<file path="config.mk">
export PLATFORM = sky130hd
export DESIGN_NAME = uart_tx_frame
export DESIGN_NICKNAME = d
export VERILOG_FILES = /design/src/rtl/uart_tx_frame.sv
export SDC_FILE = /design/constraint.sdc
export NUM_CORES = 1
export LEC_CHECK = 0
export BUFFER_PORTS_ARGS = -buffer_cell sky130_fd_sc_hd__buf_2
export CORE_ASPECT_RATIO = 0.6
export CORE_UTILIZATION = 39
export DETAILED_ROUTE_END_ITERATION = 10
export PLACE_DENSITY = 0.63
export SLEW_MARGIN = 20
export SYNTH_ARGS = -nofsm -noshare
export SYNTH_HDL_FRONTEND = slang
export SYNTH_SLANG_ARGS = --single-unit
</file>
<file path="constraint.sdc">
create_clock -name sys_clk -period 11.1 [get_ports sys_clk]
set_input_delay 1.11 -clock sys_clk [delete_from_list [all_inputs] [get_ports sys_clk]]
set_output_delay 1.11 -clock sys_clk [all_outputs]
set_load 0.03 [all_outputs]
</file>
<file path="src/rtl/uart_tx_frame.sv">
// rtl/uart_tx_frame.sv - UART transmitter with valid/ready byte input, runtime divisor, parity and stop select
//
// Purpose: serialises one DATA_BITS payload per frame as START, DATA (LSB first),
// optional PARITY and one or two STOP bits, each bit held for baud_div clocks.
// Frames can run back to back: a payload accepted in the tx_done cycle starts
// its START bit in the very next cycle.
//
// Ports:
//   sys_clk      system clock, rising edge
//   rst_n        synchronous active-low reset
//   baud_div     clocks per bit (0 and 1 behave as 2), latched on accept
//   parity_mode  0/3 none, 1 even, 2 odd, latched on accept
//   stop2        0 one stop bit, 1 two stop bits, latched on accept
//   tx_data      payload, latched on accept
//   tx_valid     payload valid
//   tx_ready     payload can be accepted this cycle
//   uart_tx      serial line, idles high
//   tx_done      pulse in the last cycle of the final stop bit
//   busy         a frame is in progress
module uart_tx_frame #(
   parameter int DATA_BITS = 8,
   parameter int DIV_W     = 16
) (
   input  logic                 sys_clk,
   input  logic                 rst_n,
   input  logic [DIV_W-1:0]     baud_div,
   input  logic [1:0]           parity_mode,
   input  logic                 stop2,
   input  logic [DATA_BITS-1:0] tx_data,
   input  logic                 tx_valid,
   output logic                 tx_ready,
   output logic                 uart_tx,
   output logic                 tx_done,
   output logic                 busy
);

   typedef enum logic [2:0] {
      S_IDLE,
      S_START,
      S_DATA,
      S_PARITY,
      S_STOP
   } state_t;

   localparam logic [3:0]       LAST_BIT = 4'(DATA_BITS - 1);
   localparam logic [DIV_W-1:0] DIV_MIN  = DIV_W'(2);
   localparam logic [DIV_W-1:0] ONE      = DIV_W'(1);

   state_t               state_q, state_d;
   logic [DIV_W-1:0]     timer_q, timer_d;
   logic [3:0]           bit_q, bit_d;      // data bit index, reused as stop bit index
   logic [DATA_BITS-1:0] data_q, data_d;
   logic [DIV_W-1:0]     div_q, div_d;      // always >= 2 once latched
   logic [1:0]           par_q, par_d;
   logic                 stop2_q, stop2_d;
   logic                 line_q, line_d;
   logic                 done_q, done_d;
   logic                 busy_q, busy_d;

   logic wrap;
   logic last_stop;
   logic accept;
   logic data_bit;

   // Ready depends only on registered state so it never loops back through tx_valid.
   always_comb begin
      wrap      = (timer_q == div_q - ONE);
      last_stop = (bit_q == {3'b000, stop2_q});
      tx_ready  = (state_q == S_IDLE) || ((state_q == S_STOP) && wrap && last_stop);
      accept    = tx_valid && tx_ready;
   end

   always_comb begin
      state_d = state_q;
      timer_d = timer_q + ONE;
      bit_d   = bit_q;
      data_d  = data_q;
      div_d   = div_q;
      par_d   = par_q;
      stop2_d = stop2_q;

      case (state_q)
         S_IDLE: begin
            timer_d = '0;
            if (accept) begin
               state_d = S_START;
               bit_d   = 4'd0;
            end
         end
         S_START: begin
            if (wrap) begin
               timer_d = '0;
               bit_d   = 4'd0;
               state_d = S_DATA;
            end
         end
         S_DATA: begin
            if (wrap) begin
               timer_d = '0;
               if (bit_q == LAST_BIT) begin
                  bit_d   = 4'd0;
                  state_d = ((par_q == 2'd1) || (par_q == 2'd2)) ? S_PARITY : S_STOP;
               end else begin
                  bit_d = bit_q + 4'd1;
               end
            end
         end
         S_PARITY: begin
            if (wrap) begin
               timer_d = '0;
               bit_d   = 4'd0;
               state_d = S_STOP;
            end
         end
         S_STOP: begin
            if (wrap) begin
               timer_d = '0;
               if (last_stop) begin
                  bit_d   = 4'd0;
                  state_d = accept ? S_START : S_IDLE;
               end else begin
                  bit_d = bit_q + 4'd1;
               end
            end
         end
         default: begin
            state_d = S_IDLE;
            timer_d = '0;
            bit_d   = 4'd0;
         end
      endcase

      if (accept) begin
         data_d  = tx_data;
         div_d   = (baud_div < DIV_MIN) ? DIV_MIN : baud_div;
         par_d   = parity_mode;
         stop2_d = stop2;
      end
   end

   // Outputs are registered, so they are derived from the next state so that
   // the line level lines up with the cycle the state occupies.
   always_comb begin
      data_bit = 1'b0;
      for (int i = 0; i < DATA_BITS; i++) begin
         if (bit_d == 4'(i)) data_bit = data_d[i];
      end

      line_d = 1'b1;
      case (state_d)
         S_IDLE:   line_d = 1'b1;
         S_START:  line_d = 1'b0;
         S_DATA:   line_d = data_bit;
         S_PARITY: line_d = (^data_d) ^ (par_d == 2'd2);
         S_STOP:   line_d = 1'b1;
         default:  line_d = 1'b1;
      endcase

      busy_d = (state_d != S_IDLE);
      done_d = (state_d == S_STOP) && (timer_d == div_d - ONE) && (bit_d == {3'b000, stop2_d});
   end

   always_ff @(posedge sys_clk) begin
      if (!rst_n) begin
         state_q <= S_IDLE;
         timer_q <= '0;
         bit_q   <= 4'd0;
         data_q  <= '0;
         div_q   <= DIV_MIN;
         par_q   <= 2'd0;
         stop2_q <= 1'b0;
         line_q  <= 1'b1;
         done_q  <= 1'b0;
         busy_q  <= 1'b0;
      end else begin
         state_q <= state_d;
         timer_q <= timer_d;
         bit_q   <= bit_d;
         data_q  <= data_d;
         div_q   <= div_d;
         par_q   <= par_d;
         stop2_q <= stop2_d;
         line_q  <= line_d;
         done_q  <= done_d;
         busy_q  <= busy_d;
      end
   end

   assign uart_tx = line_q;
   assign tx_done = done_q;
   assign busy    = busy_q;

endmodule

</file>
After elaboration in Yosys (flattened, before gate mapping)
Cells that the tools add are included.

Bits in registers: 53. Input port bits: 30. Output and inout port bits: 4. Word-level logic and storage cells: 85.

Add/sub/neg operators: 4. Magnitude comparators: 1. Equal/unequal tests: 23. Muxes and demuxes: 33. Bitwise logic cells: 1. Reductions and logical operators: 13.

Operators by type and width (number): 2-to-1 mux 16 bit (4); equality test 16 bit (2); subtractor 16 x 1 -> 16 bit, second input constant (2); 2-to-1 mux 3 bit (8); 2-to-1 mux 4 bit (6); equality test 4 x 3 -> 1 bit, second input constant (5); adder 16 x 1 -> 16 bit, second input constant (1); < comparator 16 x 2 -> 1 bit, second input constant (1); case mux 4 bit (4 select lines) (1); case mux 3 bit (5 select lines) (1); equality test 3 x 2 -> 1 bit, second input constant (4); 2-to-1 mux 1 bit (10); equality test 4 x 1 -> 1 bit (2); equality test 4 x 2 -> 1 bit, second input constant (2); 2-to-1 mux 8 bit (1); parity 8 bit (1); equality test 3 x 1 -> 1 bit, second input constant (2); equality test 3 bit, second input constant (2); logical AND 1 bit (5); adder 4 x 1 -> 4 bit, second input constant (1); equality test 2 bit, second input constant (2); equality test 4 x 1 -> 1 bit, second input constant (1); zero test 4 bit (1); OR reduction 4 bit (1); other kinds (8) (9).

Longest topological paths before layout
Gate-level depths: netlist of the first run.

Depth after elaboration: 18. Gate-level depth with buffers: 24. Depth with buffers taken out: 20.

Worst setup path before layout of the first run
OpenSTA, ideal clock, no wires.

Path type: register -> register. From: register div_q[1]. To: register done_q (netlist: tx_done). Setup time: 0.060 ns. Arrival time: 4.736 ns. Required time: 11.040 ns. Setup slack: 6.304 ns. Stages on the path, launching flop included: 22. Buffers on the path: 6. Period minus slack after synthesis: 4.796 ns. Cell sequence: dfxtp_1 -> or4_1 -> buf_6 -> nor3_1 -> xnor2_1 -> o211ai_2 -> nor4_4 -> a21o_1 -> buf_6 -> buf_2 -> buf_1 -> buf_2 -> nand3b_1 -> o21ai_0 -> ha_1 -> clkbuf_1 -> nand2_1 -> nor3_1 -> a31oi_1 -> or3_1 -> a2111oi_2 -> and3_1.

Cells in the longest elaborated chain, start to end: 13. Elaborated cells between the ends (all ways): 29. Classes of those cells: 2 x add/sub; 4 x eq/ne; 17 x mux; 6 x reduce/logical.

RTL lines: start, declared (RTL line 53) `logic [DIV_W-1:0] div_q, div_d;`; start signal, assigned (RTL line 180) `div_q <= div_d;`; branches (longest 12 deep; another with subtractor 16 x 1 -> 16 bit); logical AND 1 bit * (RTL line 160) `done_d = (state_d == S_STOP) && (timer_d == div_d - ONE) && (bit_d == {3'b000, stop2_d});`; end signal, assigned (RTL line 184) `done_q <= done_d;`; end, declared (RTL line 57) `logic done_q, done_d;`.

Every way passes the cells marked *. A chain may end at the register's enable or synchronous reset.

Final worst setup path of the first run
From: register div_q[0]. To: register done_q (netlist: tx_done).

The elaborated chain is that of the path after synthesis.

==> summary.md, run 1 <==
| Metric | Value |
|---|---|
| Pwr Density | `119.5 nW/um2` |
| Crit path max fanout | `24` |
| Fin. Hold Viols | `0` |
| All-Layer GR Usage | `24.77%` |
| Largest net degree at the start of global routing | `31` |
| Top Ports | `34` |
| EDFF count, synth | `0` |
| F_max | `approximately 190 MHz` |
| Port Buffers | `33` |
| Vias/cell | `5.795` |
| Vias in the first global route | `about 3500` |
| Reg-to-reg setup timing slack | `5.85 ns` |
| Overall Power | `537.2 uW` |
| Clk root buf | `clkbuf_16` |
| Share of cells above drive strength 1 | `11.31%` |
| Hold crit path type | `reg2reg` |
| Final setup viols | `0` |
| Post-CTS setup buffers | `0` |
| Clock share of power | `31.7%` |
| Crit path arrival time | `approximately 5.5 ns` |
| Clock sink count | `53` |
| Routed Antenna Nets | `0` |
| Overall routed net length | `12970 um` |
| Combinational share of power | `28.8%` |
| Yosys warnings | `0` |
| Worst-margin pin slew | `0.8633 ns` |
| First-pass GRT wire length | `20150 um` |
| Post-synth ARST share | `0%` |
| Outcome | `finished, final reports clean` |
| Fin. max-slew vios | `0` |
| Grt total ovfl | `0` |
| Critical path required time | `11.35 ns` |
| Worst vdd ir | `68.11 uV` |
| Crit Path Category | `reg2reg` |
| Full die area | `between 10000 and 15000 um2` |
| Hold-fix buffers, CTS | `0` |
| Period utilisation layout | `a little under half` |
| Die X | `around 130 um` |
| Max-cap violations | `0` |
| Hold path depth | `2` |
| Diode count | `0` |
| Net switching power | `189.2 uW` |
| DRC viols | `0` |
| Synthesized area | `around 4100 um2` |
| CTS Buf Count | `5` |
| H-tree levels | `2` |
| Reg power frac | `between 30% and 40%` |
| Syn Nets | `570` |
| HPWL Detailed | `10200 um` |
| Relative max-transition margin | `41.91%` |
| Static Leak | `1.704 nW` |
| Core Region | `approximately 10000 um2` |
| Final Net Count | `581` |
| Die height | `81.76 um` |
| RR Startpoint | `div_q[0]` |
| Routed length per instance | `~19 um` |
| Synth Flop Type | `dfxtp_1` |
| Initial drt markers | `~460` |
| Endpoint of the worst-slack reg-to-reg timing path | `tx_done` |
| CTS Buffer Depth | `2` |
| CP Capture Type | `flop` |
| Sw Ratio | `between 30% and 40%` |
| Routability cong. | `0.9828` |
| Clock latency on the worst-skew pair | `roughly 0.31 ns` |
| Fin Setup TNS | `0 ns` |
| Post-synthesis sequential area ratio | `25.66%` |
| Syn_area_per_cell | `between 7 and 8 um2` |
| Seq cells post-synth | `53` |
| Synthesized instance count | `536` |
| Final min period | `between 5 and 6 ns` |
| Synth unique cells | `72` |
| Resize count post-CTS | `0` |
| # rows | `28` |
| DR vias | `about 4000` |
| Area Growth Syn to Fin | `8.684%` |
| CP startpoint kind | `flop` |
| DRT Pass-1 Iters | `5` |
| RSZ-0062 raised after global routing | `no` |
| Worst reg-to-reg path cell count | `17` |
| HP Start | `data_q[3]` |
| Hold Crit Endpoint | `data_q[3]` |
| Starting density of the core | `40.98%` |
| Initial antenna violation count | `0` |
| Clock Pin Slew Worst Setup and Hold Paths | `roughly 0.08 ns` |
| Setup Skew | `0.008475 ns` |
| CTS tree | `built` |
| Int Power | `348.0 uW` |
==> area by class of cell <==
cell class	count	area, um2
clock buffer	6	138.9
clock inverter	2	16.27
fill	1050	5595
inverter	8	30.03
multi-input combinational	444	2899
sequential	53	1061
tap	135	168.9
timing repair buffer	35	180.2
==> synthesized netlist by cell type (all sizes together), types with 5 or more instances <==
master	n	area, um2
nor2	89	352.8
nand3	15	75.07
xnor2	46	410.4
a211oi	6	45.04
nor4	11	90.08
inv	8	30.03
or3	6	38.79
a31oi	6	37.54
clkbuf	15	56.30
a21oi	25	125.1
and3	8	50.05
buf	16	101.3
and2	8	50.05
dfxtp	53	1061
nand2	48	182.7
o211ai	5	42.54
o21ai	20	100.1
nand3b	5	37.54
mux2i	25	250.2
xor2	29	254.0
a21o	5	37.54
nor3	15	86.34
==> through the flow <==
stage                     utilization, %  instance area [um2]  setup slack [ns]  instances  hold WS, ns
after detailed placement           42.93                 4332             6.080        675       0.4768
after global routing               44.54                 4494             5.495        683       0.5154
after floorplan                        -                 4135             6.304        536       0.4570
after global placement             42.93                 4332             6.263        675       0.4691
final                              44.54                 4494             5.850        683       0.4843
after CTS                          44.47                 4487             6.034        683       0.4854
==> state kept, by name, indices dropped and copies added, names as in the netlist <==
signal   flops
uart_tx      1
timer_q     16
div_q       16
data_q       8
stop2_q      1
tx_done      1
state_q      3
busy         1
par_q        2
bit_q        4
==> logic make-up (layout without fill, tap and decap cells) <==
family | Yosys count | after routing | synth area share (%)
mux | 26 | 26 | 6.324
fa+ha+maj | 4 | 4 | 1.210
simple gates | 236 | 236 | 28.90
buf+inv | 39 | 51 | 4.538
xor+xnor | 75 | 75 | 16.07
flops | 53 | 53 | 25.66
compound gates | 103 | 103 | 17.31
==> power groups by stage <==
stage                     clock [mW]  combinational, mW  sequential [mW]
after floorplan                    0              0.116            0.210
final                          0.171              0.155            0.212
after global routing           0.182              0.167            0.213
after detailed placement           0              0.150            0.216
after CTS                      0.173              0.151            0.211
after global placement             0              0.150            0.216
==> critical path: stages (launching register included) <==
cell       delay, ns
dfxtp_1         0.35
inv_1           0.11
ha_1            0.22
nor3b_1         0.49
a31oi_1         0.16
nor4_1          0.43
nand4_1         0.17
nor2_1          0.34
a21o_2          0.52
o21ai_0         0.21
inv_1           0.15
ha_1            0.37
nand2_1         0.13
nor3_1          0.44
a31oi_1         0.15
or3_1           0.35
a2111oi_2       0.40
and3_1          0.20
==> layout by cell type (no fill, tap or decap), types with 3 or more instances in the layout <==
cell type	n
a21o_1	4
nor2b_1	4
nor4_1	9
o21a_1	4
xor2_1	29
nand2_1	47
o2111ai_1	4
nand4b_1	4
nand4_1	4
and3_1	8
a21oi_1	24
o211ai_1	4
dfxtp_1	53
inv_1	7
a22oi_1	3
or3_1	5
xnor2_1	45
nor3_1	14
ha_1	4
nand3_1	15
nand2b_1	3
nor3b_1	3
nand3b_1	5
o32ai_1	3
nor2_1	87
buf_2	33
and2_1	8
and4_1	3
a211oi_1	6
or4_1	4
mux2i_1	25
clkbuf_16	5
a31oi_1	6
o21ai_0	19
==> routing by layer <==
layer	GRT usage [%]	routed length, um
met1	38.61	6820
met2	30.57	4498
met3	8.457	1495
met4	6.067	159
met5	0	0
==> worst max path at each step <==
stage	startpoint	to	slack [ns]	cells after the start
CTS	div_q[0]	tx_done	6.03	17
detailed placement	div_q[0]	tx_done	6.08	17
finish	div_q[0]	tx_done	5.85	17
floorplan	div_q[1]	tx_done	6.30	21
global placement	div_q[0]	tx_done	6.26	17
global route	div_q[0]	tx_done	5.50	20
Power figures use the tool's default switching activity.
==> run 2: changes to the inputs <==
==> constraint.sdc (replaced) <==
create_clock -name sys_clk -period 5.1 [get_ports sys_clk]
set_input_delay 0.51 -clock sys_clk [delete_from_list [all_inputs] [get_ports sys_clk]]
set_output_delay 0.51 -clock sys_clk [all_outputs]
set_load 0.03 [all_outputs]
==> run 2 against run 1 <==
Via count increased by 1.0%. Sequential cell count stayed put. Worst hold slack lost 0.031 ns. Non-clock buffer count increased by 1. Critical path depth increased by 1. Combinational power up 120%. Register-to-register slack worse by 5.3 ns. Sequential power grew 120%. Total power rose by 120%. Sequential share of layout area down 0.15 points. Global-route usage shrank 0.32 points. Maximum frequency increased by 15%.
==> summary.md, run 2 (synthesized netlist as in run 1, its figures left out) <==
| Metric | Value |
|---|---|
| Share of cells above drive strength 1 | `12.02% (was 11.31%)` |
| All-Layer GR Usage | `24.45% (was 24.77%)` |
| Highest-count cells in the layout ignoring fill and taps | `87 x nor2_1, 53 x dfxtp_1, 47 x nand2_1 (unchanged)` |
| Max stage delay cell, worst path | `or4_1 (was a21o_2)` |
| Clock Pin Slew Worst Setup and Hold Paths | `0.08 ns (about the same)` |
| Final core occ | `44.83% (was 44.54%)` |
| CP Depth | `18 (was 17)` |
| CP startpoint | `div_q[1] (was div_q[0])` |
| Setup Skew | `0.01154 ns (was 0.008475 ns)` |
| Final instance area | `4523 um2 (was 4494 um2)` |
| Final min period | `4.557 ns (was 5.250 ns)` |
| CP Capture Type | `flop (unchanged)` |
| Area Growth Syn to Fin | `9.380% (was 8.684%)` |
| Clk root buf | `clkbuf_16 (unchanged)` |
| Highest routed layer | `met4 (unchanged)` |
| RR Startpoint | `div_q[1] (was div_q[0])` |
| Routed Antenna Nets | `0 (unchanged)` |
| Worst-margin pin slew | `1.041 ns (was 0.8633 ns)` |
| Largest net degree at the start of global routing | `35 (was 31)` |
| Post-place setup slack | `0.3545 ns (was 6.080 ns)` |
| Period utilisation layout | `89.36% (was 47.30%)` |
| Largest regs | `div_q: 16 flops, timer_q: 16 flops, data_q: 8 flops (unchanged)` |
| Fin. Hold Viols | `0 (unchanged)` |
| Static Leak | `1.715 nW (was 1.704 nW)` |
| Die height | `81.76 um (unchanged)` |
| Outcome | `finished, final reports clean (unchanged)` |
| Initial drt markers | `383 (was 456)` |
| Final Net Count | `582 (was 581)` |
| Diode count | `0 (unchanged)` |
| Metal2 WL | `4762 um (was 4498 um)` |
| F_max | `219.4 MHz (was 190.5 MHz)` |
| DRC viols | `0 (unchanged)` |
| Hold crit path type | `in2reg (was reg2reg)` |
| Die X | `134.9 um (unchanged)` |
| Critical path required time | `5.35 ns (was 11.35 ns)` |
| Fin. max-slew vios | `0 (unchanged)` |
| Worst reg-to-reg path cell count | `18 (was 17)` |
| Post-CTS setup buffers | `0 (unchanged)` |
| Worst vdd ir | `144.7 uV (was 68.11 uV)` |
| Relative max-transition margin | `30.14% (was 41.91%)` |
| H-tree levels | `2 (unchanged)` |
| Met1 wire length | `6671 um (was 6820 um)` |
| First-pass GRT wire length | `20150 um (about the same)` |
| Routed length per instance | `18.95 um (was 18.99 um)` |
| Crit Path Category | `reg2reg (unchanged)` |
| Starting density of the core | `40.98% (unchanged)` |
| Placement Cell Area | `4339 um2 (was 4332 um2)` |
| Fin Setup TNS | `0 ns (unchanged)` |
| Vias in the first global route | `3576 (was 3509)` |
| HPWL Detailed | `10090 um (was 10200 um)` |
| CTS Buf Count | `5 (unchanged)` |
| CP startpoint kind | `flop (unchanged)` |
| Grt total ovfl | `0 (unchanged)` |
| CTS Buffer Depth | `2 (unchanged)` |
| CP peak stage delay | `0.75 ns (was 0.52 ns)` |
| HP Start | `tx_data[4] (was data_q[3])` |
| CP bufs+invs | `2 (unchanged)` |
| Most frequent CP cell | `xnor2_1` |
| Vias/cell | `5.845 (was 5.795)` |
| # rows | `28 (unchanged)` |
| Met3 routed WL | `1451 um (was 1495 um)` |
| Final setup viols | `0 (unchanged)` |
| Max-cap violations | `0 (unchanged)` |
| Hold path depth | `3 (was 2)` |
| Routability cong. | `0.9916 (was 0.9828)` |
| Clock latency on the worst-skew pair | `0.31 ns (about the same)` |
| Setup ws final | `0.5429 ns (was 5.850 ns)` |
| Overall Power | `1.169 mW (was 537.2 uW)` |
| Clock sink count | `53 (unchanged)` |
| CTS tree | `built (unchanged)` |
| Core Region | `10090 um2 (unchanged)` |
| Pwr Density | `258.5 nW/um2 (was 119.5 nW/um2)` |
| Crit path arrival time | `4.81 ns (was 5.50 ns)` |
| Most common cell after layout, fill and taps aside | `nor2_1 (unchanged)` |
| Full die area | `11030 um2 (unchanged)` |
| Port Buffers | `33 (unchanged)` |
| Crit path max fanout | `20 (was 24)` |
| Top delay family on crit path | `simple AND/OR/NAND/NOR gates (unchanged)` |
| Critical path cell sequence | `or4_1 > nor3_1 > xnor2_1 > o211ai_2 > nor4_4 > a21o_4 > o211ai_1 > o21ai_0 > inv_1 > ha_1 > buf_4 > nand4b_1 > nor2_1 > a31oi_1 > xnor2_1 > nand3_1 > a2111oi_2 > and3_1 (was inv_1 > ha_1 > nor3b_1 > a31oi_1 > nor4_1 > nand4_1 > nor2_1 > a21o_2 > o21ai_0 > inv_1 > ha_1 > nand2_1 > nor3_1 > a31oi_1 > or3_1 > a2111oi_2 > and3_1)` |
| Top Ports | `34 (unchanged)` |
| DR vias | `3998 (was 3958)` |
| DRT Pass-1 Iters | `5 (unchanged)` |
| Initial antenna violation count | `0 (unchanged)` |
| Overall routed net length | `12960 um (was 12970 um)` |
| RSZ-0062 raised after global routing | `no (unchanged)` |
==> run 2: changes by cell type in the layout (fill, tap and decap cells not counted), sizes merged <==
cell | before | now
clkinv | 0 | 2
clkinvlp | 1 | 0
buf | 35 | 36
clkbuf | 6 | 5
==> run 2: path summary, 6_finish.rpt <==
kind / endpoint / slack, ns
max: tx_done / 0.54
min: data_q[4] / 0.45
max reg2reg: tx_done / 0.54
min reg2reg: data_q[3] / 0.49
==> run 2: what timing repair did <==
action,in CTS,in global routing
gates resized for setup,0,4
endpoints found under the setup margin,0,1
hold buffers,0,0
==> run 2: area by class of cell <==
cell class	instances	area, um2
Clock buffer	5	125.1
Fill cell	1032	5567
Sequential cell	53	1061
Clock inverter	3	28.78
Tap cell	135	168.9
Multi-Input combinational cell	444	2922
Inverter	8	30.03
Timing Repair Buffer	36	187.7
==> run 2: power breakdown <==
part | switching [mW] | internal (mW)
combinational | 0.209 | 0.130
sequential | 0.0302 | 0.432
clock | 0.179 | 0.189
==> run 2: tightest hold or removal path, delay by kind of cell <==
family          cells  cell delay (ns)
simple gates        1             0.05
buf+inv             1             0.11
compound gates      1             0.05
==> run 2: through the flow <==
stage               cells  hold slack, ns
finish                684          0.4530
CTS                   684          0.4516
floorplan             536          0.4570
detailed placement    676          0.4789
global route          684          0.4584
global placement      676          0.4717
==> run 2: metal layers <==
| metal | up-vias | GRT usage, % |
|---|---|---|
| met5 | - | 0 |
| met4 | 0 | 4.157 |
| met3 | 10 | 6.852 |
| met2 | 177 | 31.03 |
| met1 | 1888 | 38.99 |
| li1 | 1923 | - |
